[src/rtl/apb_master_unit_if.sv]
// apb_master_unit_if: command/response handshake plus APB3 request/completion.
// master modport = requester view (apb_master_unit), slave = driver/slave view.
interface apb_master_unit_if #(
  parameter int DATA_WIDTH = 32,
  parameter int ADDR_WIDTH = 32
);
  logic                  cmd_valid_i;
  logic                  cmd_ready_o;
  logic                  cmd_write_i;
  logic [ADDR_WIDTH-1:0] cmd_addr_i;
  logic [DATA_WIDTH-1:0] cmd_wdata_i;

  logic                  resp_valid_o;
  logic                  resp_ready_i;
  logic [DATA_WIDTH-1:0] resp_rdata_o;
  logic                  resp_err_o;

  logic [ADDR_WIDTH-1:0] paddr_o;
  logic [DATA_WIDTH-1:0] pwdata_o;
  logic                  pwrite_o;
  logic                  psel_o;
  logic                  penable_o;
  logic                  pready_i;
  logic [DATA_WIDTH-1:0] prdata_i;
  logic                  pslverr_i;

  modport master (
    input  cmd_valid_i, cmd_write_i, cmd_addr_i, cmd_wdata_i,
    output cmd_ready_o,
    output resp_valid_o, resp_rdata_o, resp_err_o,
    input  resp_ready_i,
    output paddr_o, pwdata_o, pwrite_o, psel_o, penable_o,
    input  pready_i, prdata_i, pslverr_i
  );

  modport slave (
    output cmd_valid_i, cmd_write_i, cmd_addr_i, cmd_wdata_i,
    input  cmd_ready_o,
    input  resp_valid_o, resp_rdata_o, resp_err_o,
    output resp_ready_i,
    input  paddr_o, pwdata_o, pwrite_o, psel_o, penable_o,
    output pready_i, prdata_i, pslverr_i
  );
endinterface

[src/rtl/apb_master_unit.sv]
// apb_master_unit: single-beat APB3 requester, one transfer in flight.
// Ports: clk, reset (sync, active-high), bus (apb_master_unit_if.master:
// cmd_* request, resp_* response, p* APB). Optional ACCESS watchdog
// enabled by defining APB_TIMEOUT_EN (limit TIMEOUT_CYCLES).
module apb_master_unit #(
  parameter int DATA_WIDTH     = 32,
  parameter int ADDR_WIDTH     = 32,
  parameter int TIMEOUT_CYCLES = 16
) (
  input  logic                clk,
  input  logic                reset,
  apb_master_unit_if.master   bus
);

  if (TIMEOUT_CYCLES < 1 || TIMEOUT_CYCLES > 65535) begin : g_bad_timeout
    $error("TIMEOUT_CYCLES out of range 1..65535");
  end

  typedef enum logic [1:0] {
    S_IDLE   = 2'd0,
    S_SETUP  = 2'd1,
    S_ACCESS = 2'd2,
    S_RESP   = 2'd3
  } state_e;

  state_e                state_q, state_d;
  logic [ADDR_WIDTH-1:0] addr_q, addr_d;
  logic [DATA_WIDTH-1:0] wdata_q, wdata_d;
  logic                  write_q, write_d;
  logic [DATA_WIDTH-1:0] rdata_q, rdata_d;
  logic                  err_q, err_d;

`ifdef APB_TIMEOUT_EN
  localparam logic [15:0] TO_LIM = 16'(TIMEOUT_CYCLES);
  logic [15:0] cnt_q, cnt_d, cnt_inc;
`endif

  always_comb begin
    state_d = state_q;
    addr_d  = addr_q;
    wdata_d = wdata_q;
    write_d = write_q;
    rdata_d = rdata_q;
    err_d   = err_q;
`ifdef APB_TIMEOUT_EN
    cnt_d   = cnt_q;
    // saturating: never wraps back below the limit
    cnt_inc = (cnt_q == 16'hFFFF) ? cnt_q : cnt_q + 16'd1;
`endif
    unique case (state_q)
      S_IDLE: begin
        if (bus.cmd_valid_i) begin
          addr_d  = bus.cmd_addr_i;
          wdata_d = bus.cmd_wdata_i;
          write_d = bus.cmd_write_i;
          state_d = S_SETUP;
`ifdef APB_TIMEOUT_EN
          cnt_d   = '0;
`endif
        end
      end
      S_SETUP: begin
        state_d = S_ACCESS;
      end
      S_ACCESS: begin
        // pready wins over a same-cycle timeout
        if (bus.pready_i) begin
          rdata_d = write_q ? '0 : bus.prdata_i;
          err_d   = bus.pslverr_i;
          state_d = S_RESP;
        end
`ifdef APB_TIMEOUT_EN
        else if (cnt_inc >= TO_LIM) begin
          rdata_d = '0;
          err_d   = 1'b1;
          state_d = S_RESP;
        end else begin
          cnt_d = cnt_inc;
        end
`endif
      end
      S_RESP: begin
        if (bus.resp_ready_i) state_d = S_IDLE;
      end
      default: state_d = S_IDLE;
    endcase
  end

  always_ff @(posedge clk) begin
    if (reset) begin
      state_q <= S_IDLE;
      addr_q  <= '0;
      wdata_q <= '0;
      write_q <= 1'b0;
      rdata_q <= '0;
      err_q   <= 1'b0;
`ifdef APB_TIMEOUT_EN
      cnt_q   <= '0;
`endif
    end else begin
      state_q <= state_d;
      addr_q  <= addr_d;
      wdata_q <= wdata_d;
      write_q <= write_d;
      rdata_q <= rdata_d;
      err_q   <= err_d;
`ifdef APB_TIMEOUT_EN
      cnt_q   <= cnt_d;
`endif
    end
  end

  assign bus.cmd_ready_o  = (state_q == S_IDLE);
  assign bus.psel_o       = (state_q == S_SETUP) || (state_q == S_ACCESS);
  assign bus.penable_o    = (state_q == S_ACCESS);
  assign bus.resp_valid_o = (state_q == S_RESP);
  assign bus.resp_rdata_o = rdata_q;
  assign bus.resp_err_o   = err_q;
  assign bus.paddr_o      = addr_q;
  assign bus.pwdata_o     = wdata_q;
  assign bus.pwrite_o     = write_q;

endmodule

[src/flat_wrapper.sv]
// flat-port wrapper written by rule: the top's interface ports become plain ports
module apb_master_unit_flat 
#(
  parameter int DATA_WIDTH     = 32,
  parameter int ADDR_WIDTH     = 32,
  parameter int TIMEOUT_CYCLES = 16
)
  (clk, reset, bus_cmd_valid_i, bus_cmd_write_i, bus_cmd_addr_i, bus_cmd_wdata_i, bus_cmd_ready_o, bus_resp_valid_o, bus_resp_rdata_o, bus_resp_err_o, bus_resp_ready_i, bus_paddr_o, bus_pwdata_o, bus_pwrite_o, bus_psel_o, bus_penable_o, bus_pready_i, bus_prdata_i, bus_pslverr_i);
  apb_master_unit_if #(.DATA_WIDTH(DATA_WIDTH), .ADDR_WIDTH(ADDR_WIDTH)) bus_i ();
  input  logic clk;
  input  logic reset;
  input wire logic [$bits(bus_i.cmd_valid_i)-1:0] bus_cmd_valid_i;
  input wire logic [$bits(bus_i.cmd_write_i)-1:0] bus_cmd_write_i;
  input wire logic [$bits(bus_i.cmd_addr_i)-1:0] bus_cmd_addr_i;
  input wire logic [$bits(bus_i.cmd_wdata_i)-1:0] bus_cmd_wdata_i;
  output wire logic [$bits(bus_i.cmd_ready_o)-1:0] bus_cmd_ready_o;
  output wire logic [$bits(bus_i.resp_valid_o)-1:0] bus_resp_valid_o;
  output wire logic [$bits(bus_i.resp_rdata_o)-1:0] bus_resp_rdata_o;
  output wire logic [$bits(bus_i.resp_err_o)-1:0] bus_resp_err_o;
  input wire logic [$bits(bus_i.resp_ready_i)-1:0] bus_resp_ready_i;
  output wire logic [$bits(bus_i.paddr_o)-1:0] bus_paddr_o;
  output wire logic [$bits(bus_i.pwdata_o)-1:0] bus_pwdata_o;
  output wire logic [$bits(bus_i.pwrite_o)-1:0] bus_pwrite_o;
  output wire logic [$bits(bus_i.psel_o)-1:0] bus_psel_o;
  output wire logic [$bits(bus_i.penable_o)-1:0] bus_penable_o;
  input wire logic [$bits(bus_i.pready_i)-1:0] bus_pready_i;
  input wire logic [$bits(bus_i.prdata_i)-1:0] bus_prdata_i;
  input wire logic [$bits(bus_i.pslverr_i)-1:0] bus_pslverr_i;
  assign bus_i.cmd_valid_i = bus_cmd_valid_i;
  assign bus_i.cmd_write_i = bus_cmd_write_i;
  assign bus_i.cmd_addr_i = bus_cmd_addr_i;
  assign bus_i.cmd_wdata_i = bus_cmd_wdata_i;
  assign bus_cmd_ready_o = bus_i.cmd_ready_o;
  assign bus_resp_valid_o = bus_i.resp_valid_o;
  assign bus_resp_rdata_o = bus_i.resp_rdata_o;
  assign bus_resp_err_o = bus_i.resp_err_o;
  assign bus_i.resp_ready_i = bus_resp_ready_i;
  assign bus_paddr_o = bus_i.paddr_o;
  assign bus_pwdata_o = bus_i.pwdata_o;
  assign bus_pwrite_o = bus_i.pwrite_o;
  assign bus_psel_o = bus_i.psel_o;
  assign bus_penable_o = bus_i.penable_o;
  assign bus_i.pready_i = bus_pready_i;
  assign bus_i.prdata_i = bus_prdata_i;
  assign bus_i.pslverr_i = bus_pslverr_i;
  apb_master_unit #(.DATA_WIDTH(DATA_WIDTH), .ADDR_WIDTH(ADDR_WIDTH), .TIMEOUT_CYCLES(TIMEOUT_CYCLES)) u_core (.clk(clk), .reset(reset), .bus(bus_i));
endmodule
[config.mk]
export PLATFORM = sky130hd
export DESIGN_NAME = apb_master_unit_flat
export DESIGN_NICKNAME = d
export VERILOG_FILES = /design/src/rtl/apb_master_unit_if.sv /design/src/rtl/apb_master_unit.sv /design/src/flat_wrapper.sv
export SDC_FILE = /design/constraint.sdc
export NUM_CORES = 1
export LEC_CHECK = 0
export ABC_AREA = 1
export CORE_ASPECT_RATIO = 1.1
export CORE_UTILIZATION = 43
export DETAILED_ROUTE_END_ITERATION = 8
export GPL_ROUTABILITY_DRIVEN = 1
export PLACE_DENSITY = 0.86
export SYNTH_ARGS = -nofsm -noshare
export SYNTH_HDL_FRONTEND = slang
export SYNTH_SLANG_ARGS = --single-unit
[constraint.sdc]
create_clock -name clk -period 2.39 [get_ports clk]
set_clock_uncertainty 0.15 [all_clocks]
set_input_delay 0.478 -clock clk [delete_from_list [all_inputs] [get_ports clk]]
set_output_delay 0.478 -clock clk [all_outputs]
set_load 0.01 [all_outputs]
==> flow_metrics.tcl <==
set metrics [dict create \
    ys_warn_count 0 \
    critical_path_class "register to primary output" \
    period_share_pct 94.9 \
    cpMaxStageDelayCell "clkdlybuf4s50_1" \
    stdcell_count 762 \
    final.setup.tns_ns 0 \
    port_buffers 204 \
    die-width_um 93.3 \
    drt_iter0_drc 94 \
    maxSlewViolCount 0 \
    h-tree-depth 3 \
    layout_common_cells "clkdlybuf4s50_1 (203), nor2_1 (134), dfxtp_1 (100)" \
    cp-end-kind "primary output" \
    maxCapViolations 0 \
    ant_nets 0 \
    nets 750 \
    grt_antenna_before_repair 0 \
    cts_tree "yes" \
    wl_mm 10.8 \
    cts_buffers 9 \
    setup_viol 0 \
    cpPeakStageDelay_ns 0.55 \
    hold_buffers 0 \
    ys_seq_area_share_pct 50.7 \
    worstPathCellList "inv_1 -> ha_1 -> clkdlybuf4s50_1" \
    cp.arrival_ns 1.64 \
    clock_sinks 100 \
    grt_pass1_vias 3485 \
    rsz0062_at_grt "no" \
    io_pins 205 \
    die_h_um 102 \
    start_util_pct 44.5 \
    row_count 36 \
    clk_latency_ns 0.35 \
    yosysTopAreaCellShare_pct 50.7 \
    mostFrequentLayoutCell "clkdlybuf4s50_1" \
    cp-start-kind "register" \
    grt_first_pass_wirelength_mm 16.7 \
    avgViaCountPerCell 4.85 \
    syn_area_per_cell_um2 8.69 \
    netlist_area_mm2 0.00395 \
    worstPathRequired_ns 1.76 \
    hold_violations 0 \
    drive_above_1_share_pct 14.7 \
    root_buffer "clkbuf_8" \
    period_minus_slack_ns 2.27 \
    cts_setup_buffers 0 \
    wire_per_inst_um 14.2 \
    vias 3692 \
    ir_drop_uv 530 \
    yosys.area.top_type "dfxtp_1" \
    hpwl_mm 7.77 \
    critical-path-top-delay-family "buffers and inverters" \
    worst-path-buf-inv 2 \
    dpl.cell_count 746 \
    ys_top_cells_by_area "dfxtp_1 (51%), nor2_1 (13%), nand3_2 (7.4%), a21oi_2 (5.8%), o21ai_1 (4.9%)" \
    dieArea_mm2 0.00956 \
    leakage_uw 0.00223 \
    core_mm2 0.00887 \
    synth_cell_types 22 \
    crit_path_max_fanout 4 \
    power_density_mw_per_mm2 954 \
    clk_pin_slew_worst_paths_ns 0.09 \
    drc 0 \
    worst_pin_slew_ns 0.635 \
    firstDrtPassIters 5 \
    synth_nets 561 \
    status "finished clean" \
    grt_overflow 0 \
    slew_headroom_pct 57.7 \
    fmax_mhz 441 \
    area_growth_syn_to_layout_pct 56.4 \
    syn_inst 454 \
    antenna_cells 0 \
    grt_max_degree 69 \
    cts_buffer_depth 2 \
    hold_path.class "register to register" \
    routabilityCongestion 0.725 \
    ctsResizeCount 0 \
    track_usage_pct 22.3 \
    ys_ff_latch 100 \
]
[routing by layer]
layer / GRT usage, % / vias to the layer above / routed length [µm]
li1: - / 1845 / -
met1: 25.5 / 1688 / 4350
met5: 0 / - / 0
met3: 6.62 / 19 / 856
met4: 8.05 / 0 / 235
met2: 39.6 / 140 / 5390
[where the power goes]
part	switching (µW)	internal, µW	leakage [µW]
Combinational	1260	1190	0.00130
Clock	593	595	0.000106
Sequential	191	2050	0.000821
Total	2050	3840	0.00223
[cells by family after synthesis]
family	Yosys count	share of synthesized area, %
AO/OA/AOI/OAI	99	16.0
flip-flops	100	50.7
AND/OR/NAND/NOR	209	24.8
adder cells (fa/ha/maj)	4	1.27
buffers and inverters	42	7.20
[path summary, 6_finish.rpt]
check	from	endpoint	slack, ns	depth (start not counted)
setup / recovery	u_core.state_q[0]	bus_psel_o	0.12	3
hold / removal	u_core.bus.resp_rdata_o[8]	u_core.bus.resp_rdata_o[8]	0.32	2
setup reg to reg	u_core.state_q[0]	u_core.bus.resp_rdata_o[21]	0.71	6
hold reg to reg	u_core.bus.resp_rdata_o[8]	u_core.bus.resp_rdata_o[8]	0.32	2
[metrics by stage]
stage                     hold slack [ns]  instance area (µm²)  worst slack [ns]  total power (µW)  utilization, %
after floorplan                     0.336                 3950             0.953              3620               -
after global placement              0.301                 5950             0.503              4660            67.0
after detailed placement            0.308                 5950             0.503              4740            67.0
after CTS                           0.322                 6170            0.0945              5940            69.5
after global routing                0.341                 6170            0.0456              6260            69.5
final                               0.322                 6170             0.121              5880            69.5
[sequential cells by signal, summed over array words and instances, names as in the netlist]
signal	count
u_core.bus.resp_rdata_o	32
u_core.state_q	2
u_core.bus.pwdata_o	32
u_core.bus.pwrite_o	1
u_core.bus.resp_err_o	1
u_core.bus.paddr_o	32
[tightest hold or removal path: cells and delay by family, from the launching register on]
family             cells  cell delay, ns
and+or+nand+nor        1            0.06
AOI/OAI and AO/OA      1            0.06
DFF                    1            0.32
[final cells by class]
type | count | area, µm²
Sequential cell | 100 | 2000
Multi-Input combinational cell | 312 | 1660
Inverter | 9 | 42.5
Timing Repair Buffer | 211 | 2100
Fill cell | 683 | 2700
Clock buffer | 9 | 124
Clock inverter | 7 | 97.6
Tap cell | 114 | 143
[synth_stat cells]
master	instances
buf_6	10
inv_4	1
a21oi_2	26
a21oi_1	7
buf_4	6
clkinv_4	1
nand3_2	29
nand2_2	2
dfxtp_1	100
nand3_1	4
o21ai_1	39
o21ai_0	17
o21ai_2	10
clkinv_2	1
nand2_1	39
clkbuf_1	1
or2_2	1
inv_1	6
nor2_1	134
ha_1	4
buf_2	15
clkbuf_2	1
(Power assumes the default switching activity.)
